--- src/rtl/taylor_out_bank_pkg.sv ---
// Shared widths for the float-core output path; the processor wrapper imports the same values.
package taylor_out_bank_pkg;

  localparam int unsigned TaylorNbits = 28;
  localparam int unsigned TaylorNch   = 4;
  localparam int unsigned TaylorCw    = $clog2(TaylorNch);
  localparam int unsigned TaylorDepth = 8;

  // True when more than one bit of a strobe vector is set.
  function automatic logic is_multi_hot(input logic [31:0] v);
    return (v & (v - 32'd1)) != 32'd0;
  endfunction

endpackage

--- src/rtl/taylor_out_bank_if.sv ---
// Valid/ready stream carrying the FIFO head (result word plus its port index).
interface taylor_out_bank_if
  import taylor_out_bank_pkg::*;
#(
  parameter int unsigned NBITS = TaylorNbits,
  parameter int unsigned CW    = TaylorCw
);

  logic signed [NBITS-1:0] m_data;
  logic [CW-1:0]           m_chan;
  logic                    m_valid;
  logic                    m_ready;

  modport master (output m_data, output m_chan, output m_valid, input m_ready);
  modport slave  (input m_data, input m_chan, input m_valid, output m_ready);

endinterface

--- src/rtl/taylor_fifo.sv ---
// First-word-fall-through FIFO; count distinguishes full from empty, pointers wrap mod DEPTH.
module taylor_fifo
  import taylor_out_bank_pkg::*;
#(
  parameter int unsigned WIDTH = TaylorNbits + TaylorCw,
  parameter int unsigned DEPTH = TaylorDepth,
  localparam int unsigned AW   = $clog2(DEPTH),
  localparam int unsigned CntW = AW + 1
) (
  input  logic             clk,
  input  logic             rst,
  input  logic             wr_en,
  input  logic [WIDTH-1:0] wr_data,
  output logic             wr_ok,
  input  logic             rd_ready,
  output logic [WIDTH-1:0] rd_data,
  output logic             rd_valid,
  output logic [CntW-1:0]  count
);

  logic [WIDTH-1:0] mem_q [DEPTH];
  logic [AW-1:0]    wr_ptr_q, wr_ptr_d;
  logic [AW-1:0]    rd_ptr_q, rd_ptr_d;
  logic [CntW-1:0]  count_q, count_d;
  logic             push, pop;

  // Handshake decode; a pop frees the slot a same-cycle push needs when full.
  always_comb begin
    rd_valid = count_q != '0;
    pop      = rd_ready && rd_valid;
    wr_ok    = (count_q != CntW'(DEPTH)) || pop;
    push     = wr_en && wr_ok;
    // Gate the head so an empty FIFO presents zeros rather than stale storage.
    rd_data  = rd_valid ? mem_q[rd_ptr_q] : '0;
    count    = count_q;
  end

  // Pointer and occupancy next-state.
  always_comb begin
    wr_ptr_d = wr_ptr_q;
    rd_ptr_d = rd_ptr_q;
    count_d  = count_q;
    if (push) wr_ptr_d = wr_ptr_q + AW'(1);
    if (pop)  rd_ptr_d = rd_ptr_q + AW'(1);
    unique case ({push, pop})
      2'b10:   count_d = count_q + CntW'(1);
      2'b01:   count_d = count_q - CntW'(1);
      default: count_d = count_q;
    endcase
  end

  // Control state, cleared asynchronously.
  always_ff @(posedge clk or posedge rst) begin
    if (rst) begin
      wr_ptr_q <= '0;
      rd_ptr_q <= '0;
      count_q  <= '0;
    end else begin
      wr_ptr_q <= wr_ptr_d;
      rd_ptr_q <= rd_ptr_d;
      count_q  <= count_d;
    end
  end

  // Storage array; contents are don't-care until the matching pointer makes them visible.
  always_ff @(posedge clk) begin
    if (push) mem_q[wr_ptr_q] <= wr_data;
  end

endmodule

--- src/rtl/taylor_out_bank.sv ---
// Collects processor results per port and queues them, port-tagged, for a downstream consumer.
module taylor_out_bank
  import taylor_out_bank_pkg::*;
#(
  parameter int unsigned NBITS = TaylorNbits,
  parameter int unsigned NCH   = TaylorNch,
  parameter int unsigned DEPTH = TaylorDepth,
  localparam int unsigned CW   = $clog2(NCH)
) (
  input  logic                    clk,
  input  logic                    rst,
  input  logic signed [NBITS-1:0] io_out,
  input  logic [NCH-1:0]          out_en,
  input  logic                    clr,
  taylor_out_bank_if.master       m_if,
  output logic [NCH*NBITS-1:0]    hold,
  output logic [NCH-1:0]          hold_vld,
  output logic                    ovf,
  output logic                    multi,
  output logic [$clog2(DEPTH):0]  count
);

  logic [CW-1:0]        sel;
  logic                 capture, drop, fifo_wr_ok;
  logic [CW+NBITS-1:0]  fifo_rd_data;
  logic [NCH*NBITS-1:0] hold_q, hold_d;
  logic [NCH-1:0]       hold_vld_q, hold_vld_d;
  logic                 ovf_q, ovf_d;
  logic                 multi_q, multi_d;

  // Priority encoder: scanning downwards lets the lowest set bit win.
  always_comb begin
    sel = '0;
    for (int k = NCH - 1; k >= 0; k--) begin
      if (out_en[k]) sel = CW'(k);
    end
    capture = |out_en;
    drop    = capture && !fifo_wr_ok;
  end

  taylor_fifo #(
    .WIDTH (CW + NBITS),
    .DEPTH (DEPTH)
  ) u_fifo (
    .clk      (clk),
    .rst      (rst),
    .wr_en    (capture),
    .wr_data  ({sel, io_out}),
    .wr_ok    (fifo_wr_ok),
    .rd_ready (m_if.m_ready),
    .rd_data  (fifo_rd_data),
    .rd_valid (m_if.m_valid),
    .count    (count)
  );

  assign m_if.m_data = fifo_rd_data[NBITS-1:0];
  assign m_if.m_chan = fifo_rd_data[NBITS +: CW];

  // Holding registers update even on a dropped FIFO write; a new error beats clr.
  always_comb begin
    hold_d     = hold_q;
    hold_vld_d = hold_vld_q;
    ovf_d      = clr ? 1'b0 : ovf_q;
    multi_d    = clr ? 1'b0 : multi_q;
    if (capture) begin
      hold_d[sel*NBITS +: NBITS] = io_out;
      hold_vld_d[sel]            = 1'b1;
      if (is_multi_hot(32'(out_en))) multi_d = 1'b1;
    end
    if (drop) ovf_d = 1'b1;
  end

  // Holding registers and sticky flags.
  always_ff @(posedge clk or posedge rst) begin
    if (rst) begin
      hold_q     <= '0;
      hold_vld_q <= '0;
      ovf_q      <= 1'b0;
      multi_q    <= 1'b0;
    end else begin
      hold_q     <= hold_d;
      hold_vld_q <= hold_vld_d;
      ovf_q      <= ovf_d;
      multi_q    <= multi_d;
    end
  end

  assign hold     = hold_q;
  assign hold_vld = hold_vld_q;
  assign ovf      = ovf_q;
  assign multi    = multi_q;

endmodule

--- src/flat_wrapper.sv ---
// flat-port wrapper written by rule: the top's interface ports become plain ports
module taylor_out_bank_flat import taylor_out_bank_pkg::*;
#(
  parameter int unsigned NBITS = TaylorNbits,
  parameter int unsigned NCH   = TaylorNch,
  parameter int unsigned DEPTH = TaylorDepth,
  localparam int unsigned CW   = $clog2(NCH)
)
  (clk, rst, io_out, out_en, clr, hold, hold_vld, ovf, multi, count, m_if_m_data, m_if_m_chan, m_if_m_valid, m_if_m_ready);
  taylor_out_bank_if #(.NBITS(NBITS), .CW((TaylorCw))) m_if_i ();
  input  logic clk;
  input  logic rst;
  input  logic signed [NBITS-1:0] io_out;
  input  logic [NCH-1:0] out_en;
  input  logic clr;
  output logic [NCH*NBITS-1:0] hold;
  output logic [NCH-1:0] hold_vld;
  output logic ovf;
  output logic multi;
  output logic [$clog2(DEPTH):0] count;
  output wire logic [$bits(m_if_i.m_data)-1:0] m_if_m_data;
  output wire logic [$bits(m_if_i.m_chan)-1:0] m_if_m_chan;
  output wire logic [$bits(m_if_i.m_valid)-1:0] m_if_m_valid;
  input wire logic [$bits(m_if_i.m_ready)-1:0] m_if_m_ready;
  assign m_if_m_data = m_if_i.m_data;
  assign m_if_m_chan = m_if_i.m_chan;
  assign m_if_m_valid = m_if_i.m_valid;
  assign m_if_i.m_ready = m_if_m_ready;
  taylor_out_bank #(.NBITS(NBITS), .NCH(NCH), .DEPTH(DEPTH)) u_core (.clk(clk), .rst(rst), .io_out(io_out), .out_en(out_en), .clr(clr), .m_if(m_if_i), .hold(hold), .hold_vld(hold_vld), .ovf(ovf), .multi(multi), .count(count));
endmodule
--- config.mk ---
export PLATFORM = sky130hd
export DESIGN_NAME = taylor_out_bank_flat
export DESIGN_NICKNAME = d
export VERILOG_FILES = /design/src/rtl/taylor_out_bank_pkg.sv /design/src/rtl/taylor_out_bank_if.sv /design/src/rtl/taylor_fifo.sv /design/src/rtl/taylor_out_bank.sv /design/src/flat_wrapper.sv
export SDC_FILE = /design/constraint.sdc
export NUM_CORES = 1
export LEC_CHECK = 0
export CAP_MARGIN = 10
export CORE_ASPECT_RATIO = 1.4
export CORE_MARGIN = 10
export CORE_UTILIZATION = 37
export DETAILED_ROUTE_END_ITERATION = 8
export PLACE_DENSITY = 0.62
export SYNTH_ARGS = -nofsm -noshare
export SYNTH_HDL_FRONTEND = slang
export SYNTH_HIERARCHICAL = 1
export SYNTH_SLANG_ARGS = --single-unit
--- constraint.sdc ---
create_clock -name clk -period 4.4 [get_ports clk]
set_input_delay 1.32 -clock clk [delete_from_list [all_inputs] [get_ports clk]]
set_output_delay 1.32 -clock clk [all_outputs]
set_load 0.05 [all_outputs]
### After elaboration in Yosys (flattened, before gate mapping)

Memory sizes are Yosys's and may differ from the RTL's.
Cells that the tools add are included.

* memories: 1
* bits in registers: 128
* output and inout bits: 153
* RAM bits: 240

Memory list
* u_core.u_fifo.mem_q: depth 8, width 30, read ports 1, clocked after Yosys merged registers in 0, write ports 1, line taylor_fifo.sv:21 `logic [WIDTH-1:0] mem_q [DEPTH];`

* bitwise gates (word level): 2
* shifts and indexed selects: 2
* $mul: 1
* reduce and logical (&&, ||, !) cells: 11
* order comparisons: 2
* equal/unequal tests: 3
* muxes and demuxes: 16
* add/subtract/negate cells: 6

Operators with widths (number)
* 112-bit bitwise mux: 1
* 28-bit by 34-bit variable shift with 112-bit output (first input constant): 1
* 28-bit by 34-bit indexed part select with 112-bit output: 1
* 7-bit negation with 34-bit output: 1
* 4-bit by 32-bit AND with 32-bit output: 1
* 32-bit nonzero test: 1
* 30-bit two-way mux: 1
* 1-bit two-way mux: 8
* 2-bit two-way mux: 4
* 4-bit case mux with 2 select lines: 1
* 3-bit by 1-bit adder with 3-bit output (second input constant): 2
* 2-bit by 3-bit multiplier with 5-bit output (second input constant): 1
* 4-bit by 1-bit subtractor with 5-bit output (second input constant): 1
* 4-bit by 1-bit adder with 4-bit output (second input constant): 1
* 1-bit logical AND: 4
* 4-bit != test (second input constant): 1
* 4-bit bitwise OR: 1
* 2-bit nonzero test: 2
* 4-bit nonzero test: 1
* 4-bit OR reduction: 1
* 4-bit by 1-bit subtractor with 4-bit output (second input constant): 1
* 2-bit by 3-bit < comparator with 1-bit output (second input constant): 1
* 1-bit demux with 2-bit select: 1
* 2-bit by 1-bit == test with 1-bit output (second input constant): 1
* other kinds (4): 4

### Depth between registers and ports, before layout

Gate-level depths: netlist of the first run.

* depth after elaboration: 9
* depth in mapped cells: 13
* gate-level depth less buffers: 9

### Hierarchy

The synthesis of the first run kept the hierarchy.

By module, submodules not included
* taylor_fifo: area an instance 9755.6 um2, cells each 460, instances 1
* taylor_out_bank: area an instance 5203.7 um2, cells each 453, instances 1

### Least setup slack after synthesis of the first run

Ideal clock, no wire load.

* path type: input to register
* start point: input out_en[0]
* end point: memory u_core/u_fifo/mem_q[0][0] in the netlist's numbering, enable pin
* path buffers: 3
* path slack: -0.507 ns
* cell stages on the path: 7
* arrival time: 4.452 ns
* data required time: 3.945 ns
* cells stage by stage: buf_2 > or4_1 > buf_2 > clkbuf_1 > o21a_1 > nand2b_1 > nor3_1

* cells in the longest elaborated chain, start to end: 4

Ends and longest elaborated chain
* from (decl): line flat_wrapper.sv:14 `input logic [NCH-1:0] out_en;`
* 4-bit OR reduction: line taylor_out_bank.sv:37 `capture = |out_en;`
* named net u_core.capture: line taylor_out_bank.sv:24 `logic capture, drop, fifo_wr_ok;`
* 1-bit logical AND: line taylor_fifo.sv:32 `push = wr_en && wr_ok;`
* 1-bit two-way mux: line taylor_fifo.sv:67 `if (push) mem_q[wr_ptr_q] <= wr_data;`
* 1-bit two-way mux (not written as such): line taylor_fifo.sv:67
* to (decl): line taylor_fifo.sv:21

The timed path passes the listed nets, and every way through them passes these cells.

### Final worst setup path of the first run

* start point: register u_core.u_fifo.rd_ptr_q[0]
* end point: output m_if_m_chan[1]

* cells in the longest elaborated chain, start to end: 2

Ends and longest elaborated chain
* from (decl): line taylor_fifo.sv:23 `logic [AW-1:0] rd_ptr_q, rd_ptr_d;`
* from (signal assigned): line taylor_fifo.sv:60 `rd_ptr_q <= rd_ptr_d;`
* memory read 8 x 30 bit
* 30-bit two-way mux: line taylor_fifo.sv:34 `rd_data = rd_valid ? mem_q[rd_ptr_q] : '0;`
* to (decl): line flat_wrapper.sv:22 `output wire logic [$bits(m_if_i.m_chan)-1:0] m_if_m_chan;`

No other way between the ends.

==> metrics, run 1 <==
synth-to-layout area growth=27.2%; WL/cell=25.9 µm; pin count of the biggest net entering global routing=55; most frequent cells in the layout=240 x edfxtp_1, 165 x clkdlybuf4s50_1, 126 x dfrtp_1, 78 x buf_4, 73 x a22o_1; synthesized area=0.0150 mm²; leakage power=7.21 nW; global-route wire length before repair=66100 µm; Async S/R FF share, synth=0.348; Flop pwr share=0.376; CTS H-tree depth=2; sw frac=0.368; commonest non-fill, non-tap cell in the layout=edfxtp_1; clk_lat worst skew=530 ps; CTS tree=built; Yosys warnings=6; number of synthesized flops with an enable pin=240; Slowest-stage cell, CP=clkdlybuf4s50_1; Final Max Tran Viols=0; Pwr Total=0.0127 W; Internal=0.00803 W; Pre-antenna DRT Iters=5; initial antenna violation count=0; Primary FF master, synth=edfxtp_1; CP cell instances=buf_16 > mux4_2 > mux2i_1 > nor2_1 > clkdlybuf4s50_1; Inst Count DP=1641; share of the synthesized area in the top cell type=0.482; fin crit period=4140 ps; worst slew pin tran=840 ps; max cap viols=0; clock sink count=368; diodes inserted=0; pwr/cell area=667 mW/mm²; Relative slew margins=0.438; DR vias=9338; HP Class=reg2reg; Fin Hold WS=482 ps; RePlAce Congestion=0.859; Port Buffers=188; Syn Inst Count=913; Nets=1196; initial core utilization=0.372; share of total power in combinational logic=0.373; synthesized area per cell=16.4 µm²; CP arrival=2820 ps; Worst VDD drop=323 µV; clk buf depth=3; Synth area leaders=edfxtp_1 48%, dfrtp_1 21%, mux4_2 9.8%; Final HPWL DP=29700 µm; Setup TNS=0 ps; CTS Root Cell=clkbuf_16; gr ovfl total=0; DRT iter0 DRCs=963; number of I/O pins=189; crit path capture type=primary output; CTS Hold Bufs=0; Detail Route Antenna Nets=0; WP data required=3080 ps; fin crit share=0.942; critical path class=reg2out; cell taking the most area after synthesis=edfxtp_1; All-Layer GR Usage=0.179; #FFs+latches synth=368; CTS buffer count=37; RSZ-0062 raised after global routing=false; Post-Layout Cell Count=1710; clk_skew=24.2 ps; CP max stage delay=740 ps; # DRC=0; placeable core area=0.0402 mm²; FP Rows=87; Net Count, Synth=962; DIE HEIGHT=258 µm; status=finished, final reports clean; Crit Path Max Fanout=14; Yosys cell types=54; critical path launch point type=flip-flop; total die area=0.0490 mm²; Seq/Total Area, Yosys=0.696; layout cell share with drive strength beyond 1=0.196; Core Util, Final=0.474; Max Freq=241 MHz; Sw Pwr=0.00467 W; final hold vios=0; final setup violation count=0; Die X=190 µm; post_cts resized=0; drt total wl=44300 µm; clock share of power=0.250; vias in the first global route=9761; drt via density=5.46; Worst-path clk slew=60 ps
-- synthesized netlist by cell type (7+ instances only) --
cell      number
nand2_1       71
a211oi_1       7
a21oi_1       13
mux4_2        65
dfrtp_1      128
nor3_1         8
nand2b_1       7
nor2_1        47
ha_1          12
mux2_2         7
o21ai_0       37
nor2b_1        7
edfxtp_1     240
mux2i_1       36
a22o_1        73
inv_1         19
buf_2         18
clkbuf_1      30
-- what timing repair did --
| item | in CTS | in global routing |
|---|---|---|
| buffers inserted | 1 | 0 |
| hold endpoints to repair | 0 | 0 |
| endpoints found under the setup margin | 1 | 0 |
-- path summary, 6_finish.rpt --
check / start / to / slack (ps) / depth (start not counted)
worst min-delay path: u_core/hold[10] / u_core/hold[10] / 480 / 2
max in group asynchronous: rst / u_core/hold[14] / 2470 / 3
worst max register to register: u_core/u_fifo/count[1] / u_core/u_fifo/count[3] / 1740 / 9
worst min register to register: u_core/hold[10] / u_core/hold[10] / 480 / 2
worst max-delay path: u_core/u_fifo/rd_ptr_q[0] / m_if_m_chan[1] / 260 / 5
min in group asynchronous: rst / u_core/u_fifo/count[3] / 1230 / 2
-- layout make-up --
cell class,instances,area [µm²]
Fill cell,3389,21100
Timing Repair Buffer,250,2380
Tap cell,534,668
Sequential cell,368,10400
Clock inverter,16,188
Multi-Input combinational cell,469,4270
Inverter,21,82.6
Clock buffer,52,1020
-- through the flow --
stage | instance area [µm²] | setup slack (ps)
2_1_floorplan | 15000 | 296
3_3_place_gp | 17800 | 434
3_5_place_dp | 17800 | 328
4_1_cts | 19000 | 192
5_1_grt | 19000 | 96.7
6_report | 19000 | 256
-- power groups by stage --
stage / registers, W / logic (W) / clock network, W
floorplan: 0.00492 / 0.00300 / 0
global placement: 0.00485 / 0.00474 / 0
detailed placement: 0.00489 / 0.00476 / 0
CTS: 0.00479 / 0.00484 / 0.00324
global route: 0.00484 / 0.00501 / 0.00337
finish: 0.00478 / 0.00474 / 0.00318
-- flip-flops by register name, summed over array words and instances, names as in the netlist --
register and count:
u_core/hold 112, u_core/hold_vld 4, u_core/multi 1, u_core/ovf 1
u_core/u_fifo/count 4, u_core/u_fifo/mem_q 240, u_core/u_fifo/rd_ptr_q 3, u_core/u_fifo/wr_ptr_q 3
-- cell families (layout without fill, tap and decap cells) --
| logic type | count (synthesis) | in the layout | share of synthesized area |
|---|---|---|---|
| flip-flops | 368 | 368 | 0.696 |
| buffers and inverters | 76 | 339 | 0.0222 |
| XOR/XNOR | 5 | 5 | 0.00293 |
| AO/OA/AOI/OAI | 175 | 175 | 0.0892 |
| adder cells (fa/ha/maj) | 13 | 13 | 0.0114 |
| multiplexers | 108 | 108 | 0.127 |
| AND/OR/NAND/NOR | 168 | 168 | 0.0513 |
-- layer usage --
layer  part of all wire  wire, µm  vias up  GRT usage
met5                  0         0        -          0
met4              0.022       975        0     0.0524
met3              0.083      3660       60     0.0384
met2               0.49     21900      406      0.299
met1               0.40     17800     4830      0.229
li1                   -         -     4042          -
-- critical path: cells and delay by family (launching register included) --
| family | cells | cell delay [ps] |
|---|---|---|
| flip-flops | 1 | 650 |
| multiplexers | 2 | 650 |
| buffers and inverters | 2 | 960 |
| AND/OR/NAND/NOR | 1 | 50 |
(Power assumes the default switching activity.)
==> run 2: changes to the inputs <==
--- a/config.mk
+++ b/config.mk
@@ -11,6 +11,7 @@
 export CORE_UTILIZATION = 37
 export DETAILED_ROUTE_END_ITERATION = 8
 export PLACE_DENSITY = 0.62
+export SETUP_SLACK_MARGIN = 0.5
 export SYNTH_ARGS = -nofsm -noshare
 export SYNTH_HDL_FRONTEND = slang
 export SYNTH_HIERARCHICAL = 1
==> run 2 against run 1 <==
  * Non-clock buffer count is 4 higher
  * Sequential share of layout area about the same
  * Clock power decreased by 8.8%
  * Global-route usage is 0.25 points higher
  * Core utilization hardly changed
  * Total power decreased by 1.3%
  * Sequential cell count unchanged
  * Cell count barely moved
  * Critical path type unchanged
  * Clock skew is 13 ps lower
  * Die area is the same
==> metrics, run 2 (synthesis results as in run 1) <==
Internal=0.00786 W; critical path class=reg2out; final setup violation count=0; critical path launch point type=flip-flop; Post-Layout Cell Count=1709; final worst slack=595 ps; CTS Hold Bufs=0; DR vias=9387; Final Instance Area=0.0190 mm²; CP arrival=2490 ps; layout cell share with drive strength beyond 1=0.198; diodes inserted=0; pin count of the biggest net entering global routing=46; Relative slew margins=0.423; WP data required=3080 ps; Pwr Total=0.0125 W; Final Max Tran Viols=0; Reg-to-Reg Start=u_core/u_fifo/count[1]; fin crit period=3810 ps; Hold Path Sink=u_core/hold_vld[2]; CTS buffer count=35; Post-DP Area=0.0178 mm²; Pre-antenna DRT Iters=5; CTS H-tree depth=2; leakage power=7.20 nW; clock share of power=0.232; gr ovfl total=0; Worst VDD drop=304 µV; total die area=0.0490 mm²; status=finished, final reports clean; # DRC=0; worst slew pin tran=864 ps; global-route wire length before repair=66700 µm; R2R Setup Slk=2030 ps; share of total power in combinational logic=0.388; number of I/O pins=189; Max Freq=263 MHz; max reg flops=240; reg2reg end=u_core/u_fifo/count[3]; clk buf depth=3; crit path capture type=primary output; sw frac=0.373; pre-CTS setup slack=224 ps; Sw Pwr=0.00467 W; FP Rows=87; initial antenna violation count=0; clk_skew=10.9 ps; max cap viols=0; Die X=190 µm; placeable core area=0.0402 mm²; fin crit share=0.865; synth-to-layout area growth=27.2%; Inst Count DP=1640; vias in the first global route=9969; clock sink count=368; Crit Path Max Fanout=20; RSZ-0062 raised after global routing=true; Most flops, register=u_core/u_fifo/mem_q; most frequent cells in the layout=240 x edfxtp_1, 158 x clkdlybuf4s50_1, 125 x dfrtp_1, 73 x buf_4, 73 x a22o_1; Port Buffers=188; HP Class=reg2reg; All-Layer GR Usage=0.182; drt total wl=45200 µm; R2R cell count=10; pwr/cell area=659 mW/mm²; final hold vios=0; commonest non-fill, non-tap cell in the layout=edfxtp_1; DIE HEIGHT=258 µm; CTS tree=built; HP Start=u_core/hold_vld[2]; Detail Route Antenna Nets=0; Setup TNS=0 ps; hold-critical path depth=1; RePlAce Congestion=0.853; Flop pwr share=0.380; DRT iter0 DRCs=904; Final HPWL DP=30300 µm; Worst-path clk slew=70 ps; Nets=1198; clk_lat worst skew=520 ps; WL/cell=26.4 µm; CTS Root Cell=clkbuf_16; initial core utilization=0.372; drt via density=5.49
run 2: cell count changes in the layout (fill, tap and decap cells not counted), moves of 2 or more:
| cell | change |
|---|---|
| buf_12 | +7 |
| buf_4 | -5 |
| buf_6 | +2 |
| bufinv_16 | -3 |
| clkbuf_16 | -2 |
| clkbuf_8 | +2 |
| clkdlybuf4s50_1 | -7 |
| clkinvlp_4 | +2 |
| dlygate4sd2_1 | +7 |
| inv_6 | -2 |
run 2: per-layer routing:
| metal | track usage | vias to the layer above | share of wire |
|---|---|---|---|
| li1 | - | 4047 | - |
| met1 | 0.229 | 4867 | 0.40 |
| met3 | 0.0424 | 72 | 0.080 |
| met4 | 0.0630 | 0 | 0.027 |
| met5 | 0 | - | 0 |
| met2 | 0.301 | 401 | 0.50 |
run 2: final cells by class:
type,count,area [µm²]
Clock inverter,12,86.3
Clock buffer,51,998
Tap cell,534,668
Multi-Input combinational cell,469,4270
Fill cell,3418,21100
Timing Repair Buffer,254,2500
Inverter,21,82.6
Sequential cell,368,10400
run 2: power by group through the flow:
stage | registers, W | clock network [W] | logic (W)
finish | 0.00476 | 0.00290 | 0.00487
detailed placement | 0.00489 | 0 | 0.00482
global placement | 0.00485 | 0 | 0.00479
CTS | 0.00476 | 0.00296 | 0.00496
floorplan | 0.00492 | 0 | 0.00300
global route | 0.00481 | 0.00309 | 0.00516
run 2: repair_timing:
action / 4_1_cts / 5_1_grt
resized for setup: 15 / 3
buffers inserted: 6 / 0
cloned: 0 / 0
hold endpoints to repair: 0 / 0
pin swaps: 1 / 0
endpoints found under the setup margin: 28 / 3
run 2: worst max-delay path by stage:
stage | start | endpoint | slack [ps] | cells past startpoint
global route | u_core/u_fifo/rd_ptr_q[0] | m_if_m_data[16] | 480 | 6
detailed placement | out_en[0] | u_core/hold[95] | 220 | 8
global placement | out_en[0] | u_core/hold[70] | 380 | 9
floorplan | out_en[0] | u_core/u_fifo/mem_q[6][0] | 300 | 7
CTS | u_core/u_fifo/rd_ptr_q[0] | m_if_m_data[16] | 470 | 6
finish | u_core/u_fifo/rd_ptr_q[0] | m_if_m_data[16] | 590 | 6
run 2: per-stage QoR:
step / hold slack, ps / utilization
floorplan: 487 / -
detailed placement: 452 / 0.444
CTS: 465 / 0.473
finish: 460 / 0.474
global route: 492 / 0.474
global placement: 444 / 0.444
run 2: worst max-delay path, cell delays in order (launching register included):
cell and delay [ps]:
dfrtp_4 420, buf_12 170, buf_12 220, mux4_2 530
mux2i_1 310, nor2_1 90, buf_4 200
==> edit 1: new RTL, flow settings as in run 2 <==
Set the package constant `TaylorDepth` to 16 (it was 8).
--- a/src/rtl/taylor_out_bank_pkg.sv
+++ b/src/rtl/taylor_out_bank_pkg.sv
@@ -4,7 +4,7 @@
   localparam int unsigned TaylorNbits = 28;
   localparam int unsigned TaylorNch   = 4;
   localparam int unsigned TaylorCw    = $clog2(TaylorNch);
-  localparam int unsigned TaylorDepth = 8;
+  localparam int unsigned TaylorDepth = 16;
 
   // True when more than one bit of a strobe vector is set.
   function automatic logic is_multi_hot(input logic [31:0] v);
Ports: changed (resized count); port bits go from 189 to 190. No check against the original RTL was run, so the function may have changed too.
==> edit 1 against run 2 <==
- combinational power grew 79%
- critical endpoint is now m_if_m_data[1]
- worst setup slack lost 79 ps
- sequential cell count grew 243
- routed wire length grew 64%
- largest cell class unchanged
- power grew 67%
- area after synthesis grew 63%
- cell count grew 48%
- cell area grew 63%
==> edit 1: results <==
[status]
run_status = completed

[yosys]
yosys_warnings = 6
yosys.area_share.xor_xnor_pct = 0.359
ys_types = 59
ys_top_cells_by_count = edfxtp_1 (480), dfrtp_1 (131), mux4_2 (125)
synth-adder-area-share_pct = 0.904
synth-compound-area-share_pct = 6.55
syn_nets = 1376
synth_mux_area_share_pct = 13.5
ys_seq_area_share_pct = 72.6
synthCells = 1323
netlist_top_cells_area = edfxtp_1 (59%), dfrtp_1 (13%), mux4_2 (12%)
synth-async-reset-ratio_pct = 21.4
synth_edf_count = 480

[routing]
wl_met2_um = 39000
wl_met3_um = 4810
wl_met1_um = 27300
drt_first_iter_violations = 1298
drt_wl_total_um = 74300
vias_per_cell = 5.67

[grt]
met1_usage_pct = 21.7
track_usage_pct = 18.7
use_met2_pct = 33.4
grt_pass1_vias = 15000
grt_util_met3_pct = 3.29
grt_max_degree = 55
grt_pass1_wl_um = 106000

[placement]
io_buffers = 189
hpwl_um = 48300
dp.cells = 2385
place_congestion = 0.955

[finish]
area_growth_pct = 27.0
largest_reg_flops = 480
fillers = 5407
final_cells = 2533
layout-drive-gt1-share_pct = 29.3
fin_nets = 1696

[setup_path]
crit_family = buffers and inverters
reg2reg_setup_slack_ps = 1500
cp_max_fo = 7
slowest_delay_ps = 500
worst_path_max_delay_cell = dfrtp_4
cp.arrival_ps = 2560

[pwr]
switching_share_pct = 35.9
peakVddDrop_v = 0.000525
combPwrFrac_pct = 41.7
pwr-share-seq_pct = 35.8
power.leakage_uw = 0.0109

[sta]
skew_ps = 27.1
worst_slew_pin_slew_ps = 1200
whs_ps = 469

[cts]
cts_buffers = 52
clk_latency_ps = 600
[edit 1: cell types whose count changed in the layout (fill, tap and decap cells not counted), moves of 17 or more]
cell and delta:
buf_6 +19, edfxtp_1 +240, nor2_1 -27, clkbuf_16 +20, o311ai_2 +17, mux2i_1 -17, mux4_2 +60, nand3_1 +54
buf_4 +63
[edit 1: layout make-up]
| class | instances | area, um2 | share of cell area (%) |
|---|---|---|---|
| Clock buffer | 56 | 1350 | 4.35 |
| Clock inverter | 41 | 388 | 1.25 |
| Inverter | 27 | 113 | 0.364 |
| Multi-Input combinational cell | 600 | 6710 | 21.7 |
| Sequential cell | 611 | 17700 | 57.2 |
| Tap cell | 847 | 1060 | 3.42 |
| Timing Repair Buffer | 349 | 3620 | 11.7 |
| Timing Repair inverter | 2 | 12.5 | 0.0404 |
[edit 1: final timing paths]
kind | depth (start not counted) | end | startpoint
hold / removal | 1 | u_core/hold_vld[3] | u_core/hold_vld[3]
max in group asynchronous | 3 | u_core/hold[1] | rst
hold reg to reg | 1 | u_core/hold_vld[3] | u_core/hold_vld[3]
setup reg to reg | 12 | u_core/u_fifo/count[4] | u_core/u_fifo/count[3]
min in group asynchronous | 2 | u_core/hold[5] | rst
setup / recovery | 8 | m_if_m_data[1] | u_core/u_fifo/rd_ptr_q[0]
[edit 1: stage by stage]
| stage | area, um2 | setup slack, ps |
|---|---|---|
| detailed placement | 28000 | 170 |
| global route | 31000 | 436 |
| global placement | 28000 | 226 |
| finish | 31000 | 516 |
| floorplan | 24400 | -352 |
| CTS | 30400 | 410 |
[edit 1: what timing repair did]
item,in CTS,in global routing
gates cloned,6,5
hold buffers,0,0
gates resized for setup,60,51
pin swaps,2,6
buffers inserted,19,21
endpoints found under the setup margin,30,30
==> edit 2: new RTL, config.mk and constraints of run 2 <==
Without the edit above. Register the output `count`; this adds one clock of latency there. The other outputs are not delayed to match.
--- a/src/rtl/taylor_out_bank.sv
+++ b/src/rtl/taylor_out_bank.sv
@@ -19,6 +19,8 @@
   output logic                    multi,
   output logic [$clog2(DEPTH):0]  count
 );
+
+  logic [$clog2(DEPTH):0] count_c;
 
   logic [CW-1:0]        sel;
   logic                 capture, drop, fifo_wr_ok;
@@ -50,7 +52,7 @@
     .rd_ready (m_if.m_ready),
     .rd_data  (fifo_rd_data),
     .rd_valid (m_if.m_valid),
-    .count    (count)
+    .count    (count_c)
   );
 
   assign m_if.m_data = fifo_rd_data[NBITS-1:0];
@@ -90,5 +92,9 @@
   assign ovf      = ovf_q;
   assign multi    = multi_q;
 
+  always_ff @(posedge clk) begin
+    count <= count_c;
+  end
+
 endmodule
 
Check against the original RTL: not equivalent (a bounded check fails within 4 cycles, from zero or initial values and one cycle with rst high).
==> edit 2 against run 2 <==
- sequential share of layout area hardly changed
- power rose by 1.0%
- via count decreased by 0.55%
- core utilization barely moved
- register-to-register slack improved by 40 ps
- cell area rose by 0.84%
- worst setup slack better by 22 ps
- sequential power grew 1%
- maximum frequency rose by 0.57%
- routed wire length is 4.2% lower
- sequential cell count is 4 higher
- area after synthesis increased by 1.6%
- critical endpoint is now m_if_m_data[17]
- largest cell class unchanged
- highest routed layer unchanged
==> edit 2: results <==
[status]
run_status = completed

[worst_hold_path]
holdCritStartpoint = u_core/hold_vld[3]

[yosys]
yosys.area_share.xor_xnor_pct = 0.288
synth-async-reset-ratio_pct = 34.4
netlist_top_cells_area = edfxtp_1 (47%), dfrtp_1 (21%), mux4_2 (10%)
ys_types = 61
syn_nets = 954
ys_seq_area_share_pct = 69.0
synth_mux_area_share_pct = 12.8
ys_top_cells_by_count = edfxtp_1 (240), dfrtp_1 (128), a22o_1 (91)
synth-adder-area-share_pct = 1.12

[cts]
cts_sinks = 372
post_cts.repair.setup_buffers = 5
cts_buffers = 37
cts_resized = 7

[sta]
worst_slew_pin_slew_ps = 962
whs_ps = 469

[finish]
inverters = 17
area_growth_pct = 26.3
final_cells = 1703
layout-drive-gt1-share_pct = 21.0
n_all_buffers = 256
final.clkbuf_count = 46
seq-cell-share_pct = 54.7
multi_input_area_share_pct = 22.8
final_util_pct = 47.4
nMultiInputCombCells = 459
clkCellAreaFrac_pct = 5.93

[routing]
wl_per_cell_um = 25.4
wl_met1_um = 17600
wl_met3_um = 3200
drt_first_iter_violations = 892
wl_met2_um = 21500
vias = 9335

[pwr]
power.leakage_uw = 0.00729
peakVddDrop_v = 0.000259
power_density_mw_per_mm2 = 660

[grt]
grt_pass1_vias = 9768
grt_util_met3_pct = 3.94
track_usage_pct = 17.3
grt_max_degree = 51
use_met2_pct = 28.5

[placement]
place_area_mm2 = 0.0179
place_congestion = 0.824
pre_cts_ws_ps = 338

[setup_path]
reg2reg_depth = 9
cp_max_fo = 11
==> edit 2: changes by cell type after synthesis, moves of 6 or more <==
cell / change
nand2_1: -16
buf_4: +10
a22o_1: +18
o21ai_0: -23
and2_1: +6
clkbuf_1: -9
==> edit 2: logic make-up after synthesis <==
group           after synthesis
xor+xnor                      5
compound gates              171
fa+ha+maj                    13
buf+inv                      74
flops                       372
simple gates                162
mux                         108
==> edit 2: power by group <==
part	switching, uW	internal, uW
Clock	1310	1730
Sequential	316	4490
Combinational	3060	1750
==> edit 2: how the worst max path moves through the flow <==
stage | slack (ps) | end | startpoint
floorplan | 490 | u_core/u_fifo/mem_q[6][0] | out_en[3]
CTS | 440 | m_if_m_data[9] | u_core/u_fifo/rd_ptr_q[0]
detailed placement | 340 | u_core/hold[92] | out_en[0]
finish | 620 | m_if_m_data[17] | u_core/u_fifo/rd_ptr_q[0]
global placement | 370 | u_core/hold[85] | out_en[0]
global route | 510 | m_if_m_data[9] | u_core/u_fifo/rd_ptr_q[0]
